## src/rtl/id_ex_stall_pipe.sv

```systemverilog
// IF/ID and ID/EX pipeline registers with hazard stall, flush and a stall watchdog.
// Optional bubble performance counter enabled by macro STALL_PERF_CNT_EN.
//
// Ports:
//   clk, reset (sync, active-low)
//   stall_ip, flush_ip                      hazard stall / squash requests
//   IF_valid_ip, IF_pc_ip, IF_instr_ip      fetch stage bundle
//   pc_write_en_op                          PC update enable (combinational)
//   ID_*_op                                 IF/ID register contents and decoded fields
//   EX_*_op                                 ID/EX register contents
//   stall_timeout_op                        sticky watchdog error
//   bubble_count_op                         bubbles inserted (STALL_PERF_CNT_EN only)
module id_ex_stall_pipe #(
    parameter int         MAX_STALL  = 3,
    parameter logic [6:0] NOP_OPCODE = 7'h00
) (
    input  logic        clk,
    input  logic        reset,
    input  logic        stall_ip,
    input  logic        flush_ip,
    input  logic        IF_valid_ip,
    input  logic [31:0] IF_pc_ip,
    input  logic [31:0] IF_instr_ip,
    output logic        pc_write_en_op,
    output logic        ID_valid_op,
    output logic [31:0] ID_pc_op,
    output logic [31:0] ID_instr_op,
    output logic [6:0]  ID_instr_opcode_op,
    output logic [4:0]  ID_src1_addr_op,
    output logic [4:0]  ID_src2_addr_op,
    output logic        EX_valid_op,
    output logic [31:0] EX_pc_op,
    output logic [6:0]  EX_instr_opcode_op,
    output logic [4:0]  EX_reg_dest_op,
    output logic        stall_timeout_op
`ifdef STALL_PERF_CNT_EN
    ,
    output logic [31:0] bubble_count_op
`endif
);

    typedef enum logic {RUN = 1'b0, HOLD = 1'b1} state_t;

    state_t      r_state;
    state_t      w_state_nxt;
    logic        r_id_valid;
    logic [31:0] r_id_pc;
    logic [31:0] r_id_instr;
    logic        r_ex_valid;
    logic [31:0] r_ex_pc;
    logic [6:0]  r_ex_opcode;
    logic [4:0]  r_ex_rd;
    logic [3:0]  r_stall_cnt;
    logic [3:0]  w_stall_cnt_nxt;
    logic        r_timeout;
    logic        w_bubble;
    logic        w_hold;

    assign w_hold   = stall_ip & ~flush_ip;
    assign w_bubble = stall_ip | flush_ip | ~r_id_valid;

    always_comb begin
        w_state_nxt = r_state;
        case (r_state)
            RUN:     if (w_hold)  w_state_nxt = HOLD;
            HOLD:    if (!w_hold) w_state_nxt = RUN;
            default: w_state_nxt = RUN;
        endcase
        if (!reset) w_state_nxt = RUN;
    end

    always_ff @(posedge clk) begin
        r_state <= w_state_nxt;
    end

    // Every edge that holds ID counts toward the watchdog, including the
    // edge that enters HOLD, so N stalled edges give a count of N.
    always_comb begin
        w_stall_cnt_nxt = 4'd0;
        if (w_hold) begin
            w_stall_cnt_nxt = (r_stall_cnt == 4'hF) ? 4'hF : r_stall_cnt + 4'd1;
        end
    end

    always_ff @(posedge clk) begin
        if (!reset) begin
            r_id_valid  <= 1'b0;
            r_id_pc     <= 32'h0;
            r_id_instr  <= 32'h0;
            r_ex_valid  <= 1'b0;
            r_ex_pc     <= 32'h0;
            r_ex_opcode <= NOP_OPCODE;
            r_ex_rd     <= 5'd0;
            r_stall_cnt <= 4'd0;
            r_timeout   <= 1'b0;
        end else begin
            if (flush_ip) begin
                r_id_valid <= 1'b0;
                r_id_instr <= 32'h0;
            end else if (!stall_ip) begin
                r_id_valid <= IF_valid_ip;
                r_id_pc    <= IF_pc_ip;
                r_id_instr <= IF_instr_ip;
            end
            if (w_bubble) begin
                r_ex_valid  <= 1'b0;
                r_ex_pc     <= 32'h0;
                r_ex_opcode <= NOP_OPCODE;
                r_ex_rd     <= 5'd0;
            end else begin
                r_ex_valid  <= 1'b1;
                r_ex_pc     <= r_id_pc;
                r_ex_opcode <= r_id_instr[6:0];
                r_ex_rd     <= r_id_instr[11:7];
            end
            r_stall_cnt <= w_stall_cnt_nxt;
            if (w_hold && w_stall_cnt_nxt == 4'(MAX_STALL)) begin
                r_timeout <= 1'b1;
            end
        end
    end

`ifdef STALL_PERF_CNT_EN
    logic [31:0] r_bubble_cnt;

    always_ff @(posedge clk) begin
        if (!reset) begin
            r_bubble_cnt <= 32'h0;
        end else if (w_bubble) begin
            r_bubble_cnt <= r_bubble_cnt + 32'd1;
        end
    end

    assign bubble_count_op = r_bubble_cnt;
`endif

    assign pc_write_en_op     = reset & (flush_ip | ~stall_ip);
    assign ID_valid_op        = r_id_valid;
    assign ID_pc_op           = r_id_pc;
    assign ID_instr_op        = r_id_instr;
    assign ID_instr_opcode_op = r_id_instr[6:0];
    assign ID_src1_addr_op    = r_id_instr[19:15];
    assign ID_src2_addr_op    = r_id_instr[24:20];
    assign EX_valid_op        = r_ex_valid;
    assign EX_pc_op           = r_ex_pc;
    assign EX_instr_opcode_op = r_ex_opcode;
    assign EX_reg_dest_op     = r_ex_rd;
    assign stall_timeout_op   = r_timeout;

endmodule
```

## config.mk

```make
export PLATFORM = sky130hd
export DESIGN_NAME = id_ex_stall_pipe
export DESIGN_NICKNAME = d
export VERILOG_FILES = /design/src/rtl/id_ex_stall_pipe.sv
export SDC_FILE = /design/constraint.sdc
export NUM_CORES = 1
export LEC_CHECK = 0
export ABC_AREA = 1
export CAP_MARGIN = 10
export CELL_PAD_IN_SITES_DETAIL_PLACEMENT = 1
export CELL_PAD_IN_SITES_GLOBAL_PLACEMENT = 1
export CORE_ASPECT_RATIO = 1.4
export CORE_MARGIN = 4
export CORE_UTILIZATION = 28
export CTS_BUF_LIST = sky130_fd_sc_hd__clkbuf_8
export CTS_CLUSTER_DIAMETER = 80
export DETAILED_ROUTE_END_ITERATION = 16
export PLACE_DENSITY_LB_ADDON = 0.1
export SLEW_MARGIN = 15
export SYNTH_ARGS = -nofsm -noshare
export SYNTH_HDL_FRONTEND = slang
export SYNTH_SLANG_ARGS = --single-unit
export TNS_END_PERCENT = 30
```

## constraint.sdc

```tcl
create_clock -name clk -period 1.4 [get_ports clk]
set_input_delay 0.28 -clock clk [delete_from_list [all_inputs] [get_ports clk]]
set_output_delay 0.28 -clock clk [all_outputs]
set_load 0.02 [all_outputs]
```

After elaboration in Yosys (flattened, before gate mapping):

Cells that the tools add are included.

* register bits after elaboration: 115
* bits of input ports: 69
* output and inout bits: 129
* logic and storage cells: 28

* add/subtract/negate cells: 1
* eq/ne operators: 2
* muxes and demuxes: 3
* bitwise logic cells: 9
* reductions and logical operators: 4

Operator list (number)
* 4-bit two-way mux: 2
* 4-bit by 1-bit adder with 4-bit output, second input constant: 1
* 4-bit by 2-bit == test with 1-bit output, second input constant: 1
* 4-bit == test, second input constant: 1
* 1-bit inverter: 4
* 2-bit OR reduction: 2
* 1-bit OR: 3
* 1-bit AND: 2
* 2-bit AND reduction: 1
* 1-bit logical AND: 1
* 1-bit two-way mux: 1

Logic depth before layout (Yosys ltp):

Gate-level depths: netlist (run 1).

* word-level depth: 5
* mapped depth: 7
* gate-level depth less buffers: 7

Worst setup path before layout (run 1):

Ideal clock, no wire load.

* path kind: in2out
* start point: input port reset
* end point: output port pc_write_en_op
* arrival: 0.760 ns
* required time: 1.120 ns
* slack: 0.360 ns
* cell stages on the path: 3
* path buffers: 1
* cell sequence: buf_4 -> inv_2 -> nor2_1

* word-level cells in the longest chain between the ends: 1

RTL lines
* start: declaration: RTL line 18 `input logic reset,`
* 1-bit AND: RTL line 137 `assign pc_write_en_op = reset & (flush_ip | ~stall_ip);`
* end: declaration: RTL line 24 `output logic pc_write_en_op,`

Every way passes these cells.

Final worst setup path (run 1):

* start point: register r_id_pc[25], in the netlist ID_pc_op[25]
* end point: output port ID_pc_op[25]

RTL lines
* start: declaration: RTL line 47 `logic [31:0] r_id_pc;`
* start signal: assignment: RTL line 102 `r_id_pc <= IF_pc_ip;`
* end: declaration: RTL line 26 `output logic [31:0] ID_pc_op,`

No word-level cell between the ends.

==> qor.csv, run 1 <==
stage;metric;value;unit
status;outcome;finished, final reports clean;
flow_run;max-cap-violations;0;
detailed_routing;final_antenna_net_count;0;
floorplanning;die_w;106;um
global_routing;grt_antenna_before_repair;0;
global_routing;grt_usage;15.5;%
critical_path;cp.buffers_inverters;1;
place;dp_slack;-430;ps
clock_network;clkSinkCount;115;
critical_path;cp-end-kind;primary output;
cells_and_area;finish.utilization;45.0;%
yosys;post_synth.cell_area_avg;8.77;um2
yosys;synthesis.area;3800;um2
floorplanning;die-area;15500;um2
sta;timing_worst_slew_pin_value;399;ps
clock_network;clockBufferDepth;2;
yosys;synth_edf_count;0;
cells_and_area;n_antenna_cell;0;
yosys;ys.flop_type;dfxtp_1;
yosys;synth_simple_gate_area_share;11.3;%
yosys;ys_seq_elements;115;
cells_and_area;postLayoutCellArea;5990;um2
yosys;synth.most_common_cell;dfxtp_1;
yosys;synth_cells;433;
sta;period_share;95.8;%
sta;hold_slack;263;ps
clock_network;cts_tree;yes;
place;post-dp-hpwl;8730;um
clock_network;root_buffer;clkbuf_8;
clock_network;htree_num_levels;4;
worst_hold_path;hold_path_class;in2reg;
clock_network;cts_buffers;17;
place;place_inst;791;
cells_and_area;fin_nets;698;
place;io_buffers;197;
critical_path;required;1120;ps
yosys;synth_top_family_by_area;compound AO/OA/AOI/OAI gates;
sta;setup-tns-final;0;ps
power_and_ir_drop;powerDensity;1150;nW/um2
critical_path;critPathMaxFanout;2;
critical_path;cp_top_family;buffers and inverters;
critical_path;critPathLaunchType;flop;
detailed_routing;vias_per_cell;4.28;
cells_and_area;area_delta_synth_final;57.9;%
yosys;yosys.area_share.adder;0.330;%
yosys;synth_area_leaders;dfxtp_1 61%, a21oi_1 8.8%, inv_1 5.3%;
place;gp_congestion;0.737;
floorplanning;pin_count;198;
yosys;ys_types;20;
floorplanning;num_rows;50;
sta;setup_viol;0;
clock_network;cts-hold-fix-buffers;0;
sta;report.final.slew_viol_count;0;
power_and_ir_drop;ir_worst_vdd;0.447;mV
clock_network;insertion_delay;410;ps
detailed_routing;drtIter0Drc;47;
yosys;synth_compound_gate_area_share;15.0;%
sta;layout_setup_ws;58.4;ps
yosys;syn_nets;503;
yosys;async_flop_share;0;%
yosys;synth-xor-area-share;0;%
detailed_routing;vias;3522;
yosys;netlist_top_cells_count;115 x dfxtp_1, 67 x a21oi_1, 54 x inv_1;
sta;max_freq;745;MHz
floorplanning;initial_utilization;28.5;%
cells_and_area;fill_cells;1596;
floorplanning;core_area;13300;um2
cells_and_area;final_cell_count_no_fill;822;
sta;fin_crit;1340;ps
floorplanning;fp.dieH;146;um
cells_and_area;drive_above_1_share;21.3;%
clock_network;post_cts_buffers;0;
clock_network;cts.reportedPaths.clkPinSlew;70;ps
detailed_routing;dr.pass1.iters;4;
global_routing;grt_pass1_vias;3746;
sta;rsz0062_at_grt;false;
sta;slew_headroom;73.3;%
critical_path;crit_type;reg2out;
power_and_ir_drop;power;6.91;mW
yosys;synth_top_cell_by_area;dfxtp_1;
critical_path;arrival;1060;ps
global_routing;grt_pass1_wl;18900;um
global_routing;grt_max_degree;37;
detailed_routing;drc;0;
sta;hold_viol;0;
detailed_routing;wire_per_inst;14.2;um
critical_path;cpPeakStageDelay;330;ps
power_and_ir_drop;cellLeakagePower;2.60;nW
critical_path;crit_chain;dlygate4sd2_1;
detailed_routing;wl;11600;um
yosys;yosysSeqAreaShare;60.6;%
yosys;ys_warn_count;0;
critical_path;critPathSlowestCell;dlygate4sd2_1;
place;placed_area;5940;um2
sta;clock_skew;11.0;ps
yosys;synth_top_area_share;60.6;%
yosys;synth.mux.area_fraction;0;%
global_routing;grt-ovfl-total;0;
-- layer usage --
metal / vias to the layer above / GRT usage [%] / wire length [um]
met5: - / 0 / 0
met4: 0 / 5.83 / 139
met3: 12 / 6.70 / 1020
met2: 138 / 27.2 / 6080
met1: 1645 / 16.3 / 4400
li1: 1727 / - / -
-- state kept, by name (all words and copies together) (netlist names) --
| register | flops |
|---|---|
| ID_pc_op | 32 |
| ID_valid_op | 1 |
| ID_instr_op | 32 |
| EX_reg_dest_op | 5 |
| stall_timeout_op | 1 |
| r_stall_cnt | 4 |
| EX_pc_op | 32 |
| EX_instr_opcode_op | 7 |
| EX_valid_op | 1 |
-- final timing paths --
kind                   startpoint                end  slack [ps]  cells after the start
hold / removal              reset     r_stall_cnt[2]         260                      4
setup / recovery     ID_pc_op[25]       ID_pc_op[25]          60                      1
hold reg to reg   ID_instr_op[10]  EX_reg_dest_op[3]         450                      2
setup reg to reg   r_stall_cnt[0]   stall_timeout_op         200                      7
-- cell usage in the layout (no fill, tap or decap), types with 22 or more instances in the layout --
cell type	instances
nor2_1	47
a21oi_1	67
o21ai_0	32
inv_1	57
buf_2	22
dfxtp_1	113
clkbuf_2	37
clkdlybuf4s50_1	66
clkdlybuf4s15_1	31
nand2_1	50
-- what timing repair did --
item	4_1_cts	5_1_grt
pin swaps	1	0
setup endpoints to repair	129	83
gates resized for setup	255	88
-- layout make-up --
type                       count  area [um2]  area share (%)
clock inverter                13        97.6            1.63
tap                          182         228            3.80
timing repair buffer         217        1880            31.4
clock buffer                  18         248            4.13
inverter                      57         216            3.61
multi-input combinational    220        1010            16.9
sequential                   115        2300            38.5
-- logic make-up (layout without fill, tap and decap cells) --
group / after synthesis / after routing
flip-flops: 115 / 115
adder cells (fa/ha/maj): 1 / 1
AND/OR/NAND/NOR: 106 / 106
buffers and inverters: 98 / 305
AO/OA/AOI/OAI: 113 / 113
-- where the power goes --
part	leakage, nW	total, mW	switching (mW)	internal, mW
logic	1.48	0.801	0.425	0.376
registers	0.937	3.43	0.0552	3.37
clock network	0.184	2.69	1.28	1.40
No activity file was read; power rests on OpenSTA's default activity.
==> inputs of run 2 (changes only) <==
PLACE_DENSITY = 0.83   (was unset)
PLACE_DENSITY_LB_ADDON = unset   (was 0.1)
==> run 2 against run 1 <==
Sequential power about the same. Core utilization increased by 0.73 points. Maximum frequency decreased by 0.40%. Clock skew decreased by 1.8 ps. Routed wire length increased by 6.7%.
==> qor.csv, run 2 (synthesis results as in run 1) <==
stage;metric;value;unit
sta;period_share;96.2;%
floorplanning;pin_count;198;
clock_network;cts_buffers;17;
critical_path;timing.rr.start;r_stall_cnt[0];
place;io_buffers;197;
clock_network;htree_num_levels;4;
cells_and_area;final_common_cell;dfxtp_1;
power_and_ir_drop;power;7.44;mW
sta;setup-tns-final;0;ps
global_routing;grt_pass1_vias;3923;
critical_path;arrival;1070;ps
critical_path;critPathMaxFanout;1;
critical_path;r2r_slack;160;ps
detailed_routing;drc;0;
power_and_ir_drop;ir_worst_vdd;0.461;mV
power_and_ir_drop;seqPwrFrac;46.1;%
cells_and_area;finish.utilization;45.7;%
detailed_routing;vias;3551;
sta;clock_skew;9.28;ps
power_and_ir_drop;powerDensity;1220;nW/um2
sta;slew_headroom;76.7;%
global_routing;grt_pass1_wl;19800;um
worst_hold_path;hold_path_class;in2reg;
global_routing;grt_antenna_before_repair;0;
critical_path;crit_type;reg2out;
place;post-dp-hpwl;9350;um
floorplanning;core_area;13300;um2
critical_path;cp-end-kind;primary output;
cells_and_area;fill_cells;1599;
place;dp_slack;-539;ps
floorplanning;fp.dieH;146;um
critical_path;required;1120;ps
critical_path;r2r_end;stall_timeout_op;
critical_path;critPathSlowestCell;dlygate4sd2_1;
clock_network;root_buffer;clkbuf_8;
detailed_routing;wl;12400;um
sta;rsz0062_at_grt;false;
floorplanning;num_rows;50;
cells_and_area;fin_nets;693;
power_and_ir_drop;intPower;5.55;mW
status;outcome;finished, final reports clean;
global_routing;grt_max_degree;48;
clock_network;clkSinkCount;115;
cells_and_area;area_delta_synth_final;60.4;%
cells_and_area;final_cell_mix;113 x dfxtp_1, 67 x a21oi_1, 65 x clkdlybuf4s50_1, 54 x inv_1, 50 x nand2_1;
clock_network;post_cts_buffers;0;
clock_network;clockBufferDepth;2;
sta;setup_viol;0;
sta;report.final.slew_viol_count;0;
floorplanning;die_w;106;um
cells_and_area;n_antenna_cell;0;
sta;timing_worst_slew_pin_value;349;ps
sta;max_freq;742;MHz
critical_path;ff2ff_path_depth;7;
power_and_ir_drop;sw_frac_of_total;25.4;%
worst_hold_path;holdPathStages;4;
worst_hold_path;hold_path_startpoint;reset;
worst_hold_path;min_to;stall_timeout_op;
flow_run;max-cap-violations;0;
critical_path;cp_top_family;buffers and inverters;
critical_path;cp.buffers_inverters;1;
floorplanning;initial_utilization;28.5;%
detailed_routing;vias_per_cell;4.34;
power_and_ir_drop;combPwrFrac;10.9;%
clock_network;insertion_delay;430;ps
place;gp_congestion;0.760;
sta;fin_crit;1350;ps
global_routing;grt_usage;16.2;%
floorplanning;die-area;15500;um2
power_and_ir_drop;p_sw;1.89;mW
detailed_routing;dr.pass1.iters;4;
cells_and_area;drive_above_1_share;22.8;%
power_and_ir_drop;cellLeakagePower;2.58;nW
global_routing;grt-ovfl-total;0;
detailed_routing;final_antenna_net_count;0;
critical_path;worstSetupStartpoint;EX_reg_dest_op[2];
power_and_ir_drop;pwr-share-clk;42.9;%
clock_network;cts_tree;yes;
sta;hold_viol;0;
clock_network;cts.reportedPaths.clkPinSlew;80;ps
critical_path;cpPeakStageDelay;330;ps
critical_path;critPathLaunchType;flop;
critical_path;crit_chain;dlygate4sd2_1;
detailed_routing;wire_per_inst;15.2;um
detailed_routing;drtIter0Drc;74;
sta;layout_setup_ws;53.0;ps
-- run 2: stage by stage --
| step | std cells | hold WS, ps | instance area (um2) |
|---|---|---|---|
| after floorplan | 433 | 419 | 3800 |
| after global placement | 786 | 436 | 5910 |
| after detailed placement | 786 | 448 | 5910 |
| after CTS | 818 | 367 | 6320 |
| after global routing | 818 | 298 | 6090 |
| final | 818 | 312 | 6090 |
-- run 2: final cells by class --
type	instances	area, um2	share of cell area, %
Multi-Input combinational cell	220	1030	16.9
Clock inverter	14	164	2.69
Sequential cell	115	2300	37.8
Clock buffer	18	248	4.07
Inverter	57	216	3.55
Timing Repair Buffer	212	1900	31.2
Tap cell	182	228	3.74
-- run 2: worst max path at each step --
stage                             end  slack, ps  depth (start not counted)
detailed placement       ID_pc_op[19]       -540                          7
global placement       pc_write_en_op       -530                          5
global route             EX_pc_op[30]          2                          1
floorplan              pc_write_en_op        360                          3
CTS                      ID_pc_op[19]        -70                          7
finish              EX_reg_dest_op[2]         50                          1
-- run 2: routing by layer --
| metal | share of wire, % | GRT usage, % | vias to the layer above |
|---|---|---|---|
| li1 | - | - | 1719 |
| met2 | 51 | 28.6 | 161 |
| met1 | 39 | 17.0 | 1651 |
| met5 | 0 | 0 | - |
| met4 | 2.0 | 6.35 | 0 |
| met3 | 8.6 | 6.48 | 20 |
-- run 2: power by group through the flow --
stage	Sequential, mW	Combinational, mW	Clock, mW
floorplan	3.62	0.276	0
global placement	3.50	0.869	0
detailed placement	3.51	0.890	0
CTS	3.43	0.848	3.30
global route	3.44	0.885	3.45
finish	3.43	0.814	3.19
-- run 2: timing repair --
action | CTS | global route
gates resized for setup | 302 | 79
hold buffers | 0 | 0
endpoints found under the setup margin | 142 | 130
==> inputs of run 3 (changes only) <==
CORE_MARGIN = 10   (was 4)
==> run 3 against run 2 <==
Worst hold slack gained 7.3 ps. Total power increased by 2.6%. Design area down 0.86%. Critical endpoint is now ID_pc_op[11]. Maximum frequency about the same. Die area grew 20%. Sequential share of layout area grew 0.31 points. Largest cell class unchanged. Flip-flop and latch count did not move.
==> qor.csv, run 3 (synthesis results as in run 1) <==
stage;metric;value;unit
status;outcome;finished, final reports clean;
floorplanning;die_w;118;um
sta;period_share;96.2;%
global_routing;grt-ovfl-total;0;
place;dp_slack;-587;ps
critical_path;cpPeakStageDelay;350;ps
place;post-dp-hpwl;10500;um
cells_and_area;final_common_cell;dfxtp_1;
detailed_routing;dr.pass1.iters;3;
sta;clock_skew;8.73;ps
cells_and_area;area_delta_synth_final;59.1;%
critical_path;critPathLaunchType;flop;
critical_path;cp_top_family;flip-flops;
power_and_ir_drop;ir_worst_vdd;0.593;mV
critical_path;critPathMaxFanout;2;
place;io_buffers;197;
clock_network;clockBufferDepth;2;
sta;setup-tns-final;0;ps
clock_network;root_buffer;clkbuf_8;
sta;rsz0062_at_grt;false;
sta;max_freq;743;MHz
worst_hold_path;hold_path_class;in2reg;
cells_and_area;drive_above_1_share;20.3;%
power_and_ir_drop;cellLeakagePower;2.57;nW
global_routing;grt_max_degree;65;
sta;report.final.slew_viol_count;0;
sta;slew_headroom;72.4;%
floorplanning;die-area;18700;um2
detailed_routing;drtIter0Drc;57;
critical_path;arrival;1070;ps
global_routing;grt_pass1_vias;3968;
sta;timing_worst_slew_pin_value;413;ps
clock_network;cts_tree;yes;
clock_network;clkSinkCount;115;
sta;hold_slack;319;ps
clock_network;insertion_delay;410;ps
critical_path;critPathSlowestCell;dfxtp_1;
cells_and_area;n_antenna_cell;0;
critical_path;crit_path_end;ID_pc_op[11];
detailed_routing;vias;3579;
detailed_routing;drc;0;
flow_run;max-cap-violations;0;
critical_path;cp-end-kind;primary output;
detailed_routing;wire_per_inst;16.9;um
global_routing;grt_usage;14.2;%
sta;layout_setup_ws;53.6;ps
global_routing;grt_pass1_wl;21200;um
floorplanning;initial_utilization;28.5;%
cells_and_area;final_cell_mix;114 x dfxtp_1, 67 x a21oi_1, 66 x clkdlybuf4s50_1, 54 x inv_1, 50 x nand2_1;
critical_path;r2r_end;stall_timeout_op;
power_and_ir_drop;power;7.63;mW
critical_path;crit_chain;clkdlybuf4s15_1;
floorplanning;core_area;13300;um2
sta;hold_viol;0;
critical_path;cp.buffers_inverters;1;
cells_and_area;fin_nets;690;
critical_path;r2r_slack;160;ps
detailed_routing;final_antenna_net_count;0;
sta;fin_crit;1350;ps
critical_path;cp.depth;1;
global_routing;grt_antenna_before_repair;0;
worst_hold_path;holdPathStages;4;
critical_path;required;1120;ps
clock_network;cts_buffers;17;
detailed_routing;vias_per_cell;4.40;
detailed_routing;wl;13700;um
floorplanning;pin_count;198;
worst_hold_path;hold_path_startpoint;reset;
critical_path;worstSetupStartpoint;ID_pc_op[11];
critical_path;crit_type;reg2out;
cells_and_area;fill_cells;1591;
clock_network;cts.reportedPaths.clkPinSlew;70;ps
critical_path;ff2ff_path_depth;7;
place;gp_congestion;0.731;
floorplanning;fp.dieH;158;um
clock_network;htree_num_levels;4;
floorplanning;num_rows;50;
sta;setup_viol;0;
power_and_ir_drop;powerDensity;1260;nW/um2
critical_path;timing.rr.start;r_stall_cnt[0];
[run 3: repair_timing]
action / CTS / global route
gates resized for setup: 253 / 89
pin swaps: 0 / 1
setup buffers: 0 / 1
endpoints found under the setup margin: 160 / 83
gates cloned: 0 / 0
hold buffers: 0 / 0
[run 3: where the power goes]
group          leakage (nW)  internal [mW]  switching [mW]
combinational          1.42          0.359           0.438
clock                 0.216           2.11            1.30
sequential            0.937           3.37          0.0590
[run 3: worst reg2reg max path, stage by stage (launching register included)]
cell     delay [ps]
dfxtp_1         430
ha_1            230
nand2_1          60
inv_1            50
nand2_1         100
nand2_1          90
nand3_1          80
a21oi_1         120
[run 3: worst min path at each step]
stage	end	slack (ps)
floorplan	ID_instr_op[31]	420
global placement	EX_pc_op[27]	440
detailed placement	EX_reg_dest_op[4]	450
CTS	ID_instr_op[15]	400
global route	stall_timeout_op	310
finish	stall_timeout_op	320
[run 3: metrics by stage]
stage               utilization (%)  area [um2]  std cells
floorplan                         -        3800        433
global placement               43.7        5830        782
detailed placement             43.7        5830        782
CTS                            46.9        6250        812
global route                   45.3        6040        813
finish                         45.3        6040        813
[run 3: final cells by class]
| type | instances | area (um2) | share of cell area (%) |
|---|---|---|---|
| Clock inverter | 9 | 153 | 2.53 |
| Multi-Input combinational cell | 220 | 1020 | 16.8 |
| Inverter | 57 | 221 | 3.67 |
| Sequential cell | 115 | 2300 | 38.1 |
| Timing Repair Buffer | 209 | 1830 | 30.3 |
| Tap cell | 182 | 228 | 3.77 |
| Clock buffer | 21 | 289 | 4.79 |
[run 3: routing by layer]
layer | wire length (um) | global-route usage (%)
met1 | 5350 | 14.4
met4 | 118 | 4.14
met5 | 0 | 0
met3 | 1340 | 7.45
met2 | 6930 | 25.1
